$ cat src/rtl/minmax_scan_ctrl.sv
// minmax_scan_ctrl: pipelined scan of a window of a sync-read sample memory, reporting max/min and their addresses.
// Build option: define MINMAX_SIGNED_EN for two's-complement compares (unsigned when undefined).
module minmax_scan_ctrl #(
    parameter int unsigned DATA_W = 8,
    parameter int unsigned ADDR_W = 10
) (
    input  logic              clk,
    input  logic              rst_n,
    input  logic              start,
    input  logic              abort,
    input  logic [ADDR_W-1:0] base_addr,
    input  logic [ADDR_W:0]   length,
    output logic              mem_rd_en,
    output logic [ADDR_W-1:0] mem_addr,
    input  logic [DATA_W-1:0] mem_rdata,
    output logic              busy,
    output logic              done,
    output logic              err,
    output logic [DATA_W-1:0] max_val,
    output logic [DATA_W-1:0] min_val,
    output logic [ADDR_W-1:0] max_idx,
    output logic [ADDR_W-1:0] min_idx
);

    localparam int unsigned LEN_W = ADDR_W + 1;
    localparam logic [LEN_W-1:0] MAX_LEN = LEN_W'(2 ** ADDR_W);

    typedef enum logic [1:0] {
        IDLE  = 2'd0,
        SCAN  = 2'd1,
        DRAIN = 2'd2,
        FIN   = 2'd3
    } state_t;

    state_t              state_q, state_d;
    logic [ADDR_W-1:0]   addr_q, addr_d;
    logic [LEN_W-1:0]    len_q, len_d;
    logic [LEN_W-1:0]    cnt_q, cnt_d;
    logic                first_q, first_d;
    logic                err_pend_q, err_pend_d;
    logic                rd_vld_q, rd_vld_d;
    logic [ADDR_W-1:0]   rd_addr_q, rd_addr_d;
    logic                busy_q, busy_d;
    logic                done_q, done_d;
    logic                err_q, err_d;
    logic [DATA_W-1:0]   max_q, max_d;
    logic [DATA_W-1:0]   min_q, min_d;
    logic [ADDR_W-1:0]   max_idx_q, max_idx_d;
    logic [ADDR_W-1:0]   min_idx_q, min_idx_d;

    logic len_legal;
    logic last_issue;
    logic capture;
    logic gt_max;
    logic lt_min;

    assign len_legal  = (length != '0) && (length <= MAX_LEN);
    assign last_issue = (cnt_q == (len_q - LEN_W'(1)));

    // Abort gates the read strobe in the same cycle it is raised.
    assign mem_rd_en = (state_q == SCAN) && !abort;

    // Abort also wins over a capture landing in the same cycle.
    assign capture = rd_vld_q && !abort && ((state_q == SCAN) || (state_q == DRAIN));

`ifdef MINMAX_SIGNED_EN
    assign gt_max = $signed(mem_rdata) > $signed(max_q);
    assign lt_min = $signed(mem_rdata) < $signed(min_q);
`else
    assign gt_max = mem_rdata > max_q;
    assign lt_min = mem_rdata < min_q;
`endif

    always_comb begin
        state_d    = state_q;
        addr_d     = addr_q;
        len_d      = len_q;
        cnt_d      = cnt_q;
        first_d    = first_q;
        err_pend_d = err_pend_q;
        max_d      = max_q;
        min_d      = min_q;
        max_idx_d  = max_idx_q;
        min_idx_d  = min_idx_q;
        rd_vld_d   = mem_rd_en;
        rd_addr_d  = addr_q;

        case (state_q)
            IDLE: begin
                if (start) begin
                    if (len_legal) begin
                        state_d    = SCAN;
                        addr_d     = base_addr;
                        len_d      = length;
                        cnt_d      = '0;
                        first_d    = 1'b1;
                        err_pend_d = 1'b0;
                    end else begin
                        // Illegal length spends one busy cycle in DRAIN with nothing in flight.
                        state_d    = DRAIN;
                        err_pend_d = 1'b1;
                    end
                end
            end
            SCAN: begin
                if (abort) begin
                    state_d = IDLE;
                end else begin
                    addr_d = addr_q + ADDR_W'(1);
                    cnt_d  = cnt_q + LEN_W'(1);
                    if (last_issue) begin
                        state_d = DRAIN;
                    end
                end
            end
            DRAIN: begin
                state_d = abort ? IDLE : FIN;
            end
            FIN: begin
                state_d = IDLE;
            end
            default: begin
                state_d = IDLE;
            end
        endcase

        if (capture) begin
            if (first_q) begin
                first_d   = 1'b0;
                max_d     = mem_rdata;
                min_d     = mem_rdata;
                max_idx_d = rd_addr_q;
                min_idx_d = rd_addr_q;
            end else begin
                if (gt_max) begin
                    max_d     = mem_rdata;
                    max_idx_d = rd_addr_q;
                end
                if (lt_min) begin
                    min_d     = mem_rdata;
                    min_idx_d = rd_addr_q;
                end
            end
        end

        busy_d = (state_d == SCAN) || (state_d == DRAIN);
        done_d = (state_d == FIN);
        err_d  = (state_d == FIN) && err_pend_q;
    end

    always_ff @(posedge clk) begin
        if (!rst_n) begin
            state_q    <= IDLE;
            addr_q     <= '0;
            len_q      <= '0;
            cnt_q      <= '0;
            first_q    <= 1'b0;
            err_pend_q <= 1'b0;
            rd_vld_q   <= 1'b0;
            rd_addr_q  <= '0;
            busy_q     <= 1'b0;
            done_q     <= 1'b0;
            err_q      <= 1'b0;
            max_q      <= '0;
            min_q      <= '0;
            max_idx_q  <= '0;
            min_idx_q  <= '0;
        end else begin
            state_q    <= state_d;
            addr_q     <= addr_d;
            len_q      <= len_d;
            cnt_q      <= cnt_d;
            first_q    <= first_d;
            err_pend_q <= err_pend_d;
            rd_vld_q   <= rd_vld_d;
            rd_addr_q  <= rd_addr_d;
            busy_q     <= busy_d;
            done_q     <= done_d;
            err_q      <= err_d;
            max_q      <= max_d;
            min_q      <= min_d;
            max_idx_q  <= max_idx_d;
            min_idx_q  <= min_idx_d;
        end
    end

    assign mem_addr = addr_q;
    assign busy     = busy_q;
    assign done     = done_q;
    assign err      = err_q;
    assign max_val  = max_q;
    assign min_val  = min_q;
    assign max_idx  = max_idx_q;
    assign min_idx  = min_idx_q;

endmodule

$ cat config.mk
export PLATFORM = sky130hd
export DESIGN_NAME = minmax_scan_ctrl
export DESIGN_NICKNAME = d
export VERILOG_FILES = /design/src/rtl/minmax_scan_ctrl.sv
export SDC_FILE = /design/constraint.sdc
export NUM_CORES = 1
export LEC_CHECK = 0
export ABC_AREA = 0
export CAP_MARGIN = 20
export CORE_MARGIN = 1.5
export CORE_UTILIZATION = 25
export DETAILED_ROUTE_END_ITERATION = 8
export GPL_ROUTABILITY_DRIVEN = 0
export GPL_TIMING_DRIVEN = 0
export PLACE_DENSITY_LB_ADDON = 0.15
export SLEW_MARGIN = 20
export SYNTH_ARGS = -nofsm -noshare
export SYNTH_HDL_FRONTEND = slang
export SYNTH_SLANG_ARGS = --single-unit
$ cat constraint.sdc
create_clock -name clk -period 4.26 [get_ports clk]
set_clock_uncertainty 0.15 [all_clocks]
set_input_delay 0.639 -clock clk [delete_from_list [all_inputs] [get_ports clk]]
set_output_delay 0.639 -clock clk [all_outputs]
set_load 0.03 [all_outputs]
==> impl_metrics.env, run 1 <==
export IMPL_period_minus_slack_ns=3.238
export IMPL_groute_usage_overall=0.1469
export IMPL_rows=47
export IMPL_cts_buffer_depth=2
export IMPL_ys_seq_area_frac=0.4103
export IMPL_drt_antenna_violating_nets=0
export IMPL_setup_ws_ns=1.022
export IMPL_drive_gt1_frac=0.05824
export IMPL_grt_pass1_vias=3744
export IMPL_worstPathArrival_ns=3.36
export IMPL_power_density_nw_per_um2=425.1
export IMPL_dp_slack_ns=0.6571
export IMPL_ys_flop_type="dfxtp_1"
export IMPL_grt_use_met2=0.2330
export IMPL_portBuffers=82
export IMPL_die_width_um=132.6
export IMPL_start_kind="input port"
export IMPL_remaining_drc_errors=0
export IMPL_via_per_inst=4.564
export IMPL_rsz0062_at_grt="false"
export IMPL_tightest_slew_ns=0.8604
export IMPL_cts_root_buf="clkbuf_16"
export IMPL_num_nets_final=652
export IMPL_crit_slowest_cell="a31oi_1"
export IMPL_syn_area_um2=4197
export IMPL_cts_tree="yes"
export IMPL_criticalPathCategory="in2reg"
export IMPL_hold_viol_final=0
export IMPL_post_cts_buffers=0
export IMPL_crit_buf_inv=2
export IMPL_cts_buffers=9
export IMPL_clock_sinks=86
export IMPL_pin_count=83
export IMPL_vias=3747
export IMPL_cp_max_fo=10
export IMPL_end_kind="register"
export IMPL_synth_seq_cells=86
export IMPL_wl_per_cell_um=14.97
export IMPL_synth_fp_nets=559
export IMPL_fmax_mhz=308.9
export IMPL_grtUsageMet1=0.1922
export IMPL_synth_edff_count=0
export IMPL_critPathRequiredTime_ns=4.38
export IMPL_postPlaceCellArea_um2=5293
export IMPL_yosysTopAreaCell="dfxtp_1"
export IMPL_yosys_area_top_type_share=0.4103
export IMPL_critPathMaxStageDelay_ns=0.64
export IMPL_die_area_um2=17570
export IMPL_drt_pass1_iter_count=4
export IMPL_ctsResizeCount=0
export IMPL_hpwl_um=9344
export IMPL_grt_pass1_wl_um=20070
export IMPL_ys_types=52
export IMPL_h_tree_depth=3
export IMPL_drt_total_wl_um=12290
export IMPL_post_route_util=0.3401
export IMPL_area_growth_pct=33.45
export IMPL_leakage_nw=2.057
export IMPL_core_area_um2=16470
export IMPL_setup_tns_ns=0
export IMPL_ir_worst_vdd_mv=0.1823
export IMPL_worstPathCellList="clkdlybuf4s50_1 -> ha_1 -> a21o_1 -> a211oi_1 -> a211o_1 -> a31oi_1 -> clkbuf_1 -> nand3_1 -> o21ai_0"
export IMPL_initial_core_util=0.2549
export IMPL_synth_area_leaders="dfxtp_1 41%, ha_1 6.9%, mux2i_1 6.0%, nand2_1 5.5%, nor2_1 4.3%"
export IMPL_hp_class="reg2reg"
export IMPL_dp_cells=805
export IMPL_drtIter0Drc=257
export IMPL_busiest_layer="met2"
export IMPL_gr_total_overflow=0
export IMPL_syn_avg_cell_area_um2=8.343
export IMPL_met3_usage=0.04828
export IMPL_cap_violations=0
export IMPL_final_period_utilization=0.7600
export IMPL_async_flop_share=0
export IMPL_grt_max_degree=16
export IMPL_antenna_found_initial=0
export IMPL_relSlewSlack=0.4237
export IMPL_finalSetupViolations=0
export IMPL_slew_viol_final=0
export IMPL_fill_cells=1732
export IMPL_fin_area_um2=5600
export IMPL_clkLatencyLatePin_ns=0.35
export IMPL_postCtsHoldBufs=0
export IMPL_status="completed"
export IMPL_clk_pin_slew_ns=0.07
export IMPL_ys_warn_count=0
export IMPL_n_antenna_cell=0
export IMPL_syn_inst=503
export IMPL_critical_path_top_delay_family="compound AO/OA/AOI/OAI gates"
export IMPL_final_cell_count_no_fill=821
export IMPL_die_y_um=132.6
## routing by layer
layer / vias to the layer above / routed length (um)
met5: - / 0
met4: 0 / 172
met3: 11 / 670
met2: 95 / 5529
met1: 1726 / 5918
li1: 1915 / -
## worst paths after layout
path,start,end,slack (ns),cells past startpoint
max,mem_rdata[6],max_idx[8]$_SDFFE_PN0P_,1.02,9
min,max_idx[0]$_SDFFE_PN0P_,max_idx[0]$_SDFFE_PN0P_,0.31,2
max reg2reg,len_q[0]$_SDFFE_PN0P_,busy$_SDFF_PN0_,1.14,11
min reg2reg,max_idx[0]$_SDFFE_PN0P_,max_idx[0]$_SDFFE_PN0P_,0.31,2
## stage by stage
step	total power, mW	hold WS [ns]
6_report	2.381	0.3100
5_1_grt	2.534	0.3437
4_1_cts	2.421	0.3141
3_5_place_dp	1.588	0.3046
3_3_place_gp	1.576	0.3011
2_1_floorplan	1.352	0.2937
## placed cells by master (no fill, tap or decap), drive strengths merged, types with 5 or more instances in the layout
master         count
inv               38
dfxtp             86
nor3               7
o31ai              8
o32ai              6
and3               6
nand2             61
xor2              13
o21ai             23
buf                5
xnor2              8
clkdlybuf4s50     82
mux2i             25
nor2              48
nand3             33
a21oi             27
and2               8
clkbuf            31
ha                23
or3                5
## registers in the layout (all words and copies together) (netlist names)
register and cells:
busy 1, cnt_q 11, done 1, err 1, err_pend_q 1, first_q 1
len_q 11, max_idx 10, max_val 8, mem_addr 10, min_idx 10, min_val 8
rd_addr_q 10, rd_vld_q 1, state_q 2
## worst min-delay path: stages, from the launching register on
cell,delay [ns]
dfxtp_1,0.31
nand2_1,0.05
o21ai_0,0.06
## synth_stat cells, drive strengths merged (3+ instances only)
cell	instances
buf	5
o31ai	8
clkbuf	21
ha	23
nor3	7
a21o	3
o21ai	23
mux2i	25
o21a	4
nand3	33
inv	37
or3	5
a21oi	27
nor2	48
nand2	61
nand4	3
o32ai	6
dfxtp	86
xnor2	8
nor3b	3
nor2b	3
and2	8
a31oi	4
or2	3
and3	6
xor2	13
## cells by family (layout without fill, tap and decap cells)
logic type / after synthesis / after routing / share of synthesized area
buffers and inverters: 63 / 161 / 0.05784
AO/OA/AOI/OAI: 94 / 94 / 0.1449
multiplexers: 26 / 26 / 0.06231
AND/OR/NAND/NOR: 190 / 190 / 0.2123
adder cells (fa/ha/maj): 23 / 23 / 0.06858
XOR/XNOR: 21 / 21 / 0.04383
flip-flops: 86 / 86 / 0.4103
## layout make-up
type                            instances  area (um2)  share of cell area
Tap cell                              220       275.3             0.04915
Clock buffer                           10       239.0             0.04267
Sequential cell                        86        1722              0.3074
Clock inverter                          6       68.82             0.01229
Multi-Input combinational cell        354        2232              0.3986
Inverter                               37       138.9             0.02480
Timing Repair Buffer                   82       820.8              0.1466
Buffer                                 26       103.9             0.01854
## report_power, final
part | switching (mW) | internal (mW) | total [mW]
combinational | 0.366 | 0.262 | 0.628
sequential | 0.0693 | 0.869 | 0.938
clock | 0.341 | 0.473 | 0.814
total | 0.777 | 1.60 | 2.38
(Power assumes the default switching activity.)
==> run 2: changes to the inputs <==
- clock period: 4.26 -> 3.4 ns (I/O delays scaled with it)
==> results of run 2 <==
The final DEF is identical to that of run 1. Status: completed.
Among the figures that moved: setup slack after placement 0.6571 ns -> -0.07392 ns; setup slack after layout 1.022 ns -> 0.2807 ns; start point of the critical path mem_rdata[6] -> len_q[0]$_SDFFE_PN0P_; end point of the critical path max_idx[8]$_SDFFE_PN0P_ -> busy$_SDFF_PN0_; register-to-register setup slack 1.14 ns -> 0.28 ns; total power 2.381 mW -> 2.983 mW; worst IR drop on VDD 0.1823 mV -> 0.2284 mV
